==> config.mk <==
export PLATFORM = sky130hd
export DESIGN_NAME = lc3_decode_stage
export DESIGN_NICKNAME = d
export VERILOG_FILES = /design/src/rtl/lc3_decode_stage.sv
export SDC_FILE = /design/constraint.sdc
export NUM_CORES = 1
export LEC_CHECK = 0
export ABC_AREA = 0
export BUFFER_PORTS_ARGS = -buffer_cell sky130_fd_sc_hd__buf_2
export CAP_MARGIN = 20
export CORE_ASPECT_RATIO = 0.9
export CORE_MARGIN = 2
export CORE_UTILIZATION = 40
export DETAILED_ROUTE_END_ITERATION = 10
export PLACE_DENSITY = 0.75
export RECOVER_POWER = 50
export SLEW_MARGIN = 40
export SYNTH_ARGS = -nofsm -noshare
export SYNTH_HDL_FRONTEND = slang
export SYNTH_SLANG_ARGS = --single-unit
export TNS_END_PERCENT = 10
==> constraint.sdc <==
create_clock -name clock -period 4.3 [get_ports clock]
set_input_delay 0.86 -clock clock [delete_from_list [all_inputs] [get_ports clock]]
set_output_delay 0.86 -clock clock [all_outputs]
set_load 0.01 [all_outputs]
==> src/rtl/lc3_decode_stage.sv <==
// LC3 decode stage: registers the fetched instruction, builds the execute-stage
// control words and raises operand bypass selects against a 2-deep issue history.
module lc3_decode_stage #(
    parameter int unsigned DATA_W  = 16,
    parameter bit          HIST_EN = 1'b1
) (
    input  logic              clock,
    input  logic              reset,
    input  logic              enable_decode,
    input  logic [DATA_W-1:0] dout,
    input  logic [DATA_W-1:0] npc_in,
    output logic [DATA_W-1:0] IR,
    output logic [DATA_W-1:0] npc_out,
    output logic [5:0]        E_control,
    output logic [1:0]        W_Control,
    output logic              Mem_Control,
    output logic              bypass_alu_1,
    output logic              bypass_alu_2,
    output logic              bypass_mem_1,
    output logic              bypass_mem_2,
    output logic              dec_valid
);

    localparam logic [3:0] OpBr  = 4'b0000;
    localparam logic [3:0] OpAdd = 4'b0001;
    localparam logic [3:0] OpLd  = 4'b0010;
    localparam logic [3:0] OpSt  = 4'b0011;
    localparam logic [3:0] OpAnd = 4'b0101;
    localparam logic [3:0] OpLdr = 4'b0110;
    localparam logic [3:0] OpStr = 4'b0111;
    localparam logic [3:0] OpNot = 4'b1001;
    localparam logic [3:0] OpLdi = 4'b1010;
    localparam logic [3:0] OpSti = 4'b1011;
    localparam logic [3:0] OpJmp = 4'b1100;
    localparam logic [3:0] OpLea = 4'b1110;

    logic [DATA_W-1:0] r_ir;
    logic [DATA_W-1:0] r_npc;
    logic [5:0]        r_e_ctl;
    logic [1:0]        r_w_ctl;
    logic              r_m_ctl;
    logic              r_ba1;
    logic              r_ba2;
    logic              r_bm1;
    logic              r_bm2;
    logic              r_valid;
    // Writeback slot keeps only the fields the hazard check looks at.
    logic [3:0]        r_wb_op;
    logic [2:0]        r_wb_dr;
    logic              r_wb_v;

    logic [3:0] w_op;
    logic [5:0] w_e_ctl;
    logic [1:0] w_w_ctl;
    logic       w_m_ctl;
    logic [2:0] w_sr1;
    logic [2:0] w_sr2;
    logic       w_use_sr1;
    logic       w_use_sr2;
    logic       w_ex_alu;
    logic       w_wb_load;
    logic       w_ba1;
    logic       w_ba2;
    logic       w_bm1;
    logic       w_bm2;

    assign w_op = dout[15:12];

    // Control words and source-register usage of the incoming instruction.
    always_comb begin
        w_e_ctl   = 6'b000000;
        w_w_ctl   = 2'd0;
        w_m_ctl   = 1'b0;
        w_sr1     = dout[8:6];
        w_sr2     = dout[2:0];
        w_use_sr1 = 1'b0;
        w_use_sr2 = 1'b0;
        case (w_op)
            OpAdd: begin
                w_e_ctl   = {5'b00000, ~dout[5]};
                w_use_sr1 = 1'b1;
                w_use_sr2 = ~dout[5];
            end
            OpAnd: begin
                w_e_ctl   = {5'b01000, ~dout[5]};
                w_use_sr1 = 1'b1;
                w_use_sr2 = ~dout[5];
            end
            OpNot: begin
                w_e_ctl   = 6'b100000;
                w_use_sr1 = 1'b1;
            end
            OpBr:  w_e_ctl = 6'b000110;
            OpLd: begin
                w_e_ctl = 6'b000110;
                w_w_ctl = 2'd2;
            end
            OpLdi: begin
                w_e_ctl = 6'b000110;
                w_w_ctl = 2'd2;
                w_m_ctl = 1'b1;
            end
            OpLea: begin
                w_e_ctl = 6'b000110;
                w_w_ctl = 2'd1;
            end
            OpSt: begin
                w_e_ctl   = 6'b000110;
                w_sr2     = dout[11:9];
                w_use_sr2 = 1'b1;
            end
            OpSti: begin
                w_e_ctl   = 6'b000110;
                w_m_ctl   = 1'b1;
                w_sr2     = dout[11:9];
                w_use_sr2 = 1'b1;
            end
            OpLdr: begin
                w_e_ctl   = 6'b001000;
                w_w_ctl   = 2'd2;
                w_use_sr1 = 1'b1;
            end
            OpStr: begin
                w_e_ctl   = 6'b001000;
                w_use_sr1 = 1'b1;
                w_sr2     = dout[11:9];
                w_use_sr2 = 1'b1;
            end
            OpJmp: begin
                w_e_ctl   = 6'b001100;
                w_use_sr1 = 1'b1;
            end
            default: w_e_ctl = 6'b000000;
        endcase
    end

    // Hazard detection: the execute-slot ALU producer outranks the writeback-slot load.
    always_comb begin
        w_ex_alu  = r_valid && (r_ir[15:12] == OpAdd || r_ir[15:12] == OpAnd ||
                                r_ir[15:12] == OpNot);
        w_wb_load = r_wb_v && (r_wb_op == OpLd || r_wb_op == OpLdr || r_wb_op == OpLdi);
        w_ba1     = HIST_EN && w_ex_alu && w_use_sr1 && (r_ir[11:9] == w_sr1);
        w_ba2     = HIST_EN && w_ex_alu && w_use_sr2 && (r_ir[11:9] == w_sr2);
        w_bm1     = HIST_EN && w_wb_load && w_use_sr1 && (r_wb_dr == w_sr1) && !w_ba1;
        w_bm2     = HIST_EN && w_wb_load && w_use_sr2 && (r_wb_dr == w_sr2) && !w_ba2;
    end

    // Pipeline register and history shift; reset wins over enable, hold inserts no bubble.
    always_ff @(posedge clock) begin
        if (reset) begin
            r_ir    <= '0;
            r_npc   <= '0;
            r_e_ctl <= '0;
            r_w_ctl <= '0;
            r_m_ctl <= 1'b0;
            r_ba1   <= 1'b0;
            r_ba2   <= 1'b0;
            r_bm1   <= 1'b0;
            r_bm2   <= 1'b0;
            r_valid <= 1'b0;
            r_wb_op <= '0;
            r_wb_dr <= '0;
            r_wb_v  <= 1'b0;
        end else if (enable_decode) begin
            r_wb_op <= r_ir[15:12];
            r_wb_dr <= r_ir[11:9];
            r_wb_v  <= r_valid;
            r_ir    <= dout;
            r_npc   <= npc_in;
            r_e_ctl <= w_e_ctl;
            r_w_ctl <= w_w_ctl;
            r_m_ctl <= w_m_ctl;
            r_ba1   <= w_ba1;
            r_ba2   <= w_ba2;
            r_bm1   <= w_bm1;
            r_bm2   <= w_bm2;
            r_valid <= 1'b1;
        end
    end

    assign IR           = r_ir;
    assign npc_out      = r_npc;
    assign E_control    = r_e_ctl;
    assign W_Control    = r_w_ctl;
    assign Mem_Control  = r_m_ctl;
    assign bypass_alu_1 = r_ba1;
    assign bypass_alu_2 = r_ba2;
    assign bypass_mem_1 = r_bm1;
    assign bypass_mem_2 = r_bm2;
    assign dec_valid    = r_valid;

endmodule

==> metrics.yaml, run 1 <==
synth_edf_count: 0
nets: 355
grt_max_degree: 57
diodes: 0
power_leakage_nw: 1.23
start_util_pct: 41.1
path_buf_inv: 2
vias_per_cell: 5.00
synth_top_area_cell: "dfxtp_1"
worstHoldPathType: "register to register"
crit_arrival_ns: 2.57
via_count: 1954
rsz0062_at_grt: "no"
numPortBuffers: 80
area_growth_pct: 21.5
drt_iter0_markers: 78
die_h_um: 76.4
slowest_stage: "clkbuf_2"
globalplace.congestion: 0.892
die_width_um: 84.4
antenna_found_initial: 0
grt_pass1_vias: 1766
period_minus_slack_ns: 2.36
fin_hold_ws_ns: 0.468
hold_buffers: 0
ios: 81
synth-seq-cells: 54
cpPeakStageDelay_ns: 1.12
overflow: 0
clock_latency_ns: 0.31
violations: "max-capacitance violations, max-slew violations"
dpl.cell_count: 383
synth.top_cell.area_share_pct: 46.5
cp_data_required_time_ns: 4.51
dr.pass1.iters: 4
cts_buffers: 5
final.setup.tns_ns: 0
synth_warnings: 0
timing.final.crit_share_pct: 54.9
start_kind: "input pin"
hpwl_um: 3480
fmax_mhz: 424
synth-main-ff-cell: "dfxtp_1"
yosysUniqueCellTypes: 46
setup_viol: 0
wire_per_inst_um: 12.8
drt-total-wl_um: 5010
row_count: 26
crit_family: "buffers and inverters"
tightest_slew_ns: 1.50
syn_inst: 250
outcome: "finished, violations left"
hold_viol_final: 0
path_class: "input pin to register"
numClockSinks: 54
clk_pin_slew_ns: 0.09
ctsResizeCount: 0
maxSlewViolCount: 32
synth_async_sr_flop_share_pct: 0
core_area_um2: 5660
fp.dieArea_um2: 6440
syn-cell-area_um2: 2330
ant_nets: 0
clk_path_buf_depth: 2
cts-root-buf: "clkbuf_8"
fin_skew_ns: 0.0102
post_layout_nonfiller_instances: 391
drive_above_1_share_pct: 16.5
cts_tree: "yes"
htreeDepth: 2
yosysSeqAreaShare_pct: 46.5
worstPathCellList: "clkbuf_1, clkbuf_2, nor2_1, a311oi_1"
postSynthAreaPerCell_um2: 9.31
postCtsSetupBuffers: 0
grt_util_all_layers_pct: 16.2
path_max_fanout: 50
ir_worst_vdd_mv: 0.239
syn-num-nets: 285
maxCapViolations: 1
setup.worst_path.end_class: "register"
grt_pass1_wl_um: 8620
synth.area.top_cells: "dfxtp_1 46%, mux2i_1 18%, nor2_1 8.4%, xor2_1 2.6%, a21oi_1 2.6%"
r2r_setup_slack_ns: 2.78
drc: 0
max_slew_margin_pct: -0.0532
power.density_nw_per_um2: 386
synth_stat cells (all sizes together), types with 4 or more instances:
cell type and n:
nand2 12, buf 10, a21oi 12, mux2i 41, xnor2 6, nand3 6
o21ai 4, inv 4, xor2 7, nor2 52, dfxtp 54, clkbuf 8
state kept, by name (all words and copies together), names as in the netlist:
signal	cells
Mem_Control	1
r_wb_op	4
W_Control	2
bypass_alu_2	1
r_wb_dr	3
r_wb_v	1
E_control	6
npc_out	16
bypass_mem_2	1
dec_valid	1
bypass_mem_1	1
bypass_alu_1	1
IR	16
path summary, 6_finish.rpt:
kind / to / from / depth (start not counted)
setup / recovery: E_control[2]$_SDFFE_PP0P_ / enable_decode / 4
hold / removal: bypass_alu_1$_SDFFE_PP0P_ / bypass_alu_1$_SDFFE_PP0P_ / 2
setup reg to reg: bypass_alu_1$_SDFFE_PP0P_ / dec_valid$_SDFFE_PP0P_ / 5
hold reg to reg: bypass_alu_1$_SDFFE_PP0P_ / bypass_alu_1$_SDFFE_PP0P_ / 2
cell families (layout without fill, tap and decap cells):
logic type | after synthesis | after routing | share of synthesized area, %
AOI/OAI and AO/OA | 28 | 28 | 8.17
xor gates and xnor gates | 13 | 13 | 4.89
buffers and inverters | 22 | 93 | 4.30
DFF | 54 | 54 | 46.5
muxes | 41 | 41 | 17.6
and+or+nand+nor | 92 | 92 | 18.5
metal layers:
metal  vias to the layer above  track usage, %  part of all wire [%]
li1                        989               -                     -
met1                       902            22.5                    46
met2                        56            24.8                    46
met3                         7            4.01                   6.5
met4                         0            5.56                   1.5
met5                         -               0                     0
report_power, final:
group          switching (mW)  total [mW]  internal, mW
clock network           0.163       0.411         0.248
registers              0.0170       0.541         0.524
logic                  0.0774       0.139        0.0611
total                   0.258        1.09         0.833
layout by cell type, fill, tap and decap left out, types with 2 or more instances in the layout:
cell	count
clkbuf_1	42
nand3_1	6
inv_1	3
nand2b_1	2
clkbuf_8	6
nand4b_1	2
nor2_1	52
buf_2	37
xor2_1	7
bufinv_16	2
nor4_1	2
a21oi_1	12
mux2i_1	41
nor3_1	2
xnor2_1	6
dfxtp_1	54
o21ai_0	3
nand3b_1	2
nand2_1	12
o211ai_1	2
worst register-to-register path, delay by kind of cell, from the launching register on:
kind / cells / cell delay (ns)
AND/OR/NAND/NOR: 3 / 0.61
flip-flops: 1 / 0.38
AO/OA/AOI/OAI: 2 / 0.47
stage by stage:
stage               instance area (um2)  power, mW  util (%)  setup WS (ns)
global placement                   2740      0.691      48.4           2.02
floorplan                          2330      0.642         -           2.34
CTS                                2880       1.11      50.9           2.43
global route                       2830       1.15      50.0           1.80
detailed placement                 2740      0.696      48.4           2.13
finish                             2830       1.09      50.0           1.94
cell type report:
cell class,instances,area [um2]
fill,584,2830
multi-input combinational,174,1150
sequential,54,1080
timing repair buffer,81,355
tap,70,87.6
clock buffer,6,82.6
clock inverter,2,60.1
inverter,4,15.0
No activity file was read; power rests on OpenSTA's default activity.
==> run 2: changes to the inputs <==
PLACE_DENSITY = 0.78   (was 0.75)
clock period = 2.1 ns   (was 4.3 ns; I/O delays follow)
==> run 2 against run 1 <==
Against the previous run:
- the run now ends clean
- register-to-register slack worse by 2.3 ns
- die area stayed put
- sequential cell count stayed put
- largest power group unchanged
- clock skew is 0.0053 ns lower
- via count is 1.3% higher
- worst hold slack worse by 0.12 ns
- first-iteration DRC count is 6.4% lower
- power is 89% higher
- global-route usage is 0.34 points lower
- clock-buffer cell count is 1 higher
- critical endpoint is now bypass_alu_1$_SDFFE_PP0P_
- final area is 0.49% lower
==> metrics.yaml, run 2 (same netlist as run 1, synthesis figures left out) <==
tightest_slew_ns: 0.762  # was 1.50 ns
die_h_um: 76.4  # unchanged
fin_skew_ns: 0.00488  # was 0.0102 ns
drc: 0  # unchanged
combPwrFrac_pct: 13.8  # was 12.7%
start_kind: "register"  # was input pin
vias_per_cell: 5.02  # was 5.00
hold_viol_final: 0  # unchanged
start_util_pct: 41.1  # unchanged
wire_per_inst_um: 12.8  # about the same
fmax_mhz: 629
reg2reg_depth: 5  # unchanged
maxSlewViolCount: 0  # was 32
p_total_mw: 2.07  # was 1.09 mW
intPower_mw: 1.55  # was 0.833 mW
placed_area_um2: 2760  # was 2740 um2
via_count: 1979  # was 1954
regToRegEndpoint: "bypass_alu_1$_SDFFE_PP0P_"  # unchanged
cp_data_required_time_ns: 2.34  # was 4.51 ns
dp_worst_setup_slack_ns: 0.386  # was 2.13 ns
numPortBuffers: 80  # unchanged
grt_pass1_vias: 1815  # was 1766
ios: 81  # unchanged
outcome: "complete, no violations"  # was finished, violations left
final_area_um2: 2810  # was 2830 um2
post_layout_nonfiller_instances: 394  # was 391
ctsResizeCount: 0  # unchanged
clk_path_buf_depth: 2  # unchanged
grt_pass1_wl_um: 8420  # was 8620 um
grt_util_all_layers_pct: 15.9  # was 16.2%
setup_viol: 0  # unchanged
maxCapViolations: 0  # was 1
final.setup.tns_ns: 0  # unchanged
timing.final.crit_share_pct: 75.7
max_slew_margin_pct: 49.2  # was -0.0532%
numClockSinks: 54  # unchanged
hold_buffers: 0  # unchanged
area_growth_pct: 20.9  # was 21.5%
fin_hold_ws_ns: 0.348  # was 0.468 ns
path_max_fanout: 4  # was 50
power.density_nw_per_um2: 734  # was 386 nW/um2
dr.pass1.iters: 4  # unchanged
setup.worst_path.end_class: "register"  # unchanged
fin_util_pct: 49.7  # was 50.0%
drt-total-wl_um: 5050  # was 5010 um
period_minus_slack_ns: 1.59
cts_buffers: 5  # unchanged
die_width_um: 84.4  # unchanged
antenna_found_initial: 0  # unchanged
nets: 358  # was 355
p_clk_share_pct: 32.6  # was 37.7%
hpwl_um: 3630  # was 3480 um
power_frac_seq_pct: 53.6  # was 49.6%
globalplace.congestion: 0.813  # was 0.892
ant_nets: 0  # unchanged
ir_worst_vdd_mv: 0.357  # was 0.239 mV
fp.dieArea_um2: 6440  # unchanged
htreeDepth: 2  # unchanged
dpl.cell_count: 386  # was 383
overflow: 0  # unchanged
crit_arrival_ns: 1.83  # was 2.57 ns
postCtsSetupBuffers: 0  # unchanged
drive_above_1_share_pct: 16.7  # was 16.5%
worstHoldPathType: "input pin to register"  # was register to register
r2r_setup_slack_ns: 0.51  # was 2.78 ns
grt_max_degree: 51  # was 57
clock_latency_ns: 0.30  # was 0.31 ns
power.switching_mw: 0.511  # was 0.258 mW
cts_tree: "yes"  # unchanged
slowest_stage: "dfxtp_1"  # was clkbuf_2
switching_share_pct: 24.7  # was 23.6%
diodes: 0  # unchanged
rsz0062_at_grt: "no"  # unchanged
power_leakage_nw: 1.22  # was 1.23 nW
crit_start: "dec_valid$_SDFFE_PP0P_"  # was enable_decode
row_count: 26  # unchanged
layout_commonest_cell: "dfxtp_1"  # unchanged
cts-root-buf: "clkbuf_8"  # unchanged
clk_pin_slew_ns: 0.09  # about the same
timing.rr.start: "dec_valid$_SDFFE_PP0P_"  # unchanged
crit_end: "bypass_alu_1$_SDFFE_PP0P_"  # was E_control[2]$_SDFFE_PP0P_
core_area_um2: 5660  # unchanged
cpPeakStageDelay_ns: 0.39  # was 1.12 ns
drt_iter0_markers: 73  # was 78
fin_ws_ns: 0.509  # was 1.94 ns
final_cell_mix: "54 x dfxtp_1, 52 x nor2_1, 44 x clkbuf_1"  # was 54 x dfxtp_1, 52 x nor2_1, 42 x clkbuf_1
path_class: "register to register"  # was input pin to register
worstPathCellList: "nand2_1, a211oi_1, nand4_1, or3b_1, a21oi_1"  # was clkbuf_1, clkbuf_2, nor2_1, a311oi_1
-- run 2: routing by layer --
metal	GRT usage (%)	up-vias	wire, um
met3	4.12	6	290
met2	26.2	52	2370
met4	4.76	0	51
met1	20.5	932	2340
li1	-	989	-
met5	0	-	0
-- run 2: worst min-delay path by stage --
stage / from / endpoint / slack, ns / cells past startpoint
final: npc_in[11] / npc_out[11]$_SDFFE_PP0P_ / 0.35 / 3
after global routing: npc_in[1] / npc_out[1]$_SDFFE_PP0P_ / 0.34 / 3
after CTS: npc_in[4] / npc_out[4]$_SDFFE_PP0P_ / 0.34 / 3
after detailed placement: E_control[4]$_SDFFE_PP0P_ / E_control[4]$_SDFFE_PP0P_ / 0.45 / 2
after global placement: Mem_Control$_SDFFE_PP0P_ / Mem_Control$_SDFFE_PP0P_ / 0.45 / 2
after floorplan: r_wb_op[1]$_SDFFE_PP0P_ / r_wb_op[1]$_SDFFE_PP0P_ / 0.46 / 2
-- run 2: cell type report --
class                      count  area [um2]
clock buffer                   7        76.3
clock inverter                 1        30.0
fill                         592        2850
inverter                       4        15.0
multi-input combinational    174        1150
sequential                    54        1080
tap                           70        87.6
timing repair buffer          84         378
-- run 2: critical path: cells and delay by family (launching register included) --
family          cells  cell delay, ns
simple gates        3            0.64
compound gates      2            0.50
flops               1            0.39
-- run 2: power groups by stage --
stage | registers, mW | logic [mW] | clock network, mW
floorplan | 1.14 | 0.170 | 0
global placement | 1.13 | 0.292 | 0
detailed placement | 1.13 | 0.299 | 0
CTS | 1.11 | 0.299 | 0.704
global route | 1.11 | 0.319 | 0.739
finish | 1.11 | 0.285 | 0.674
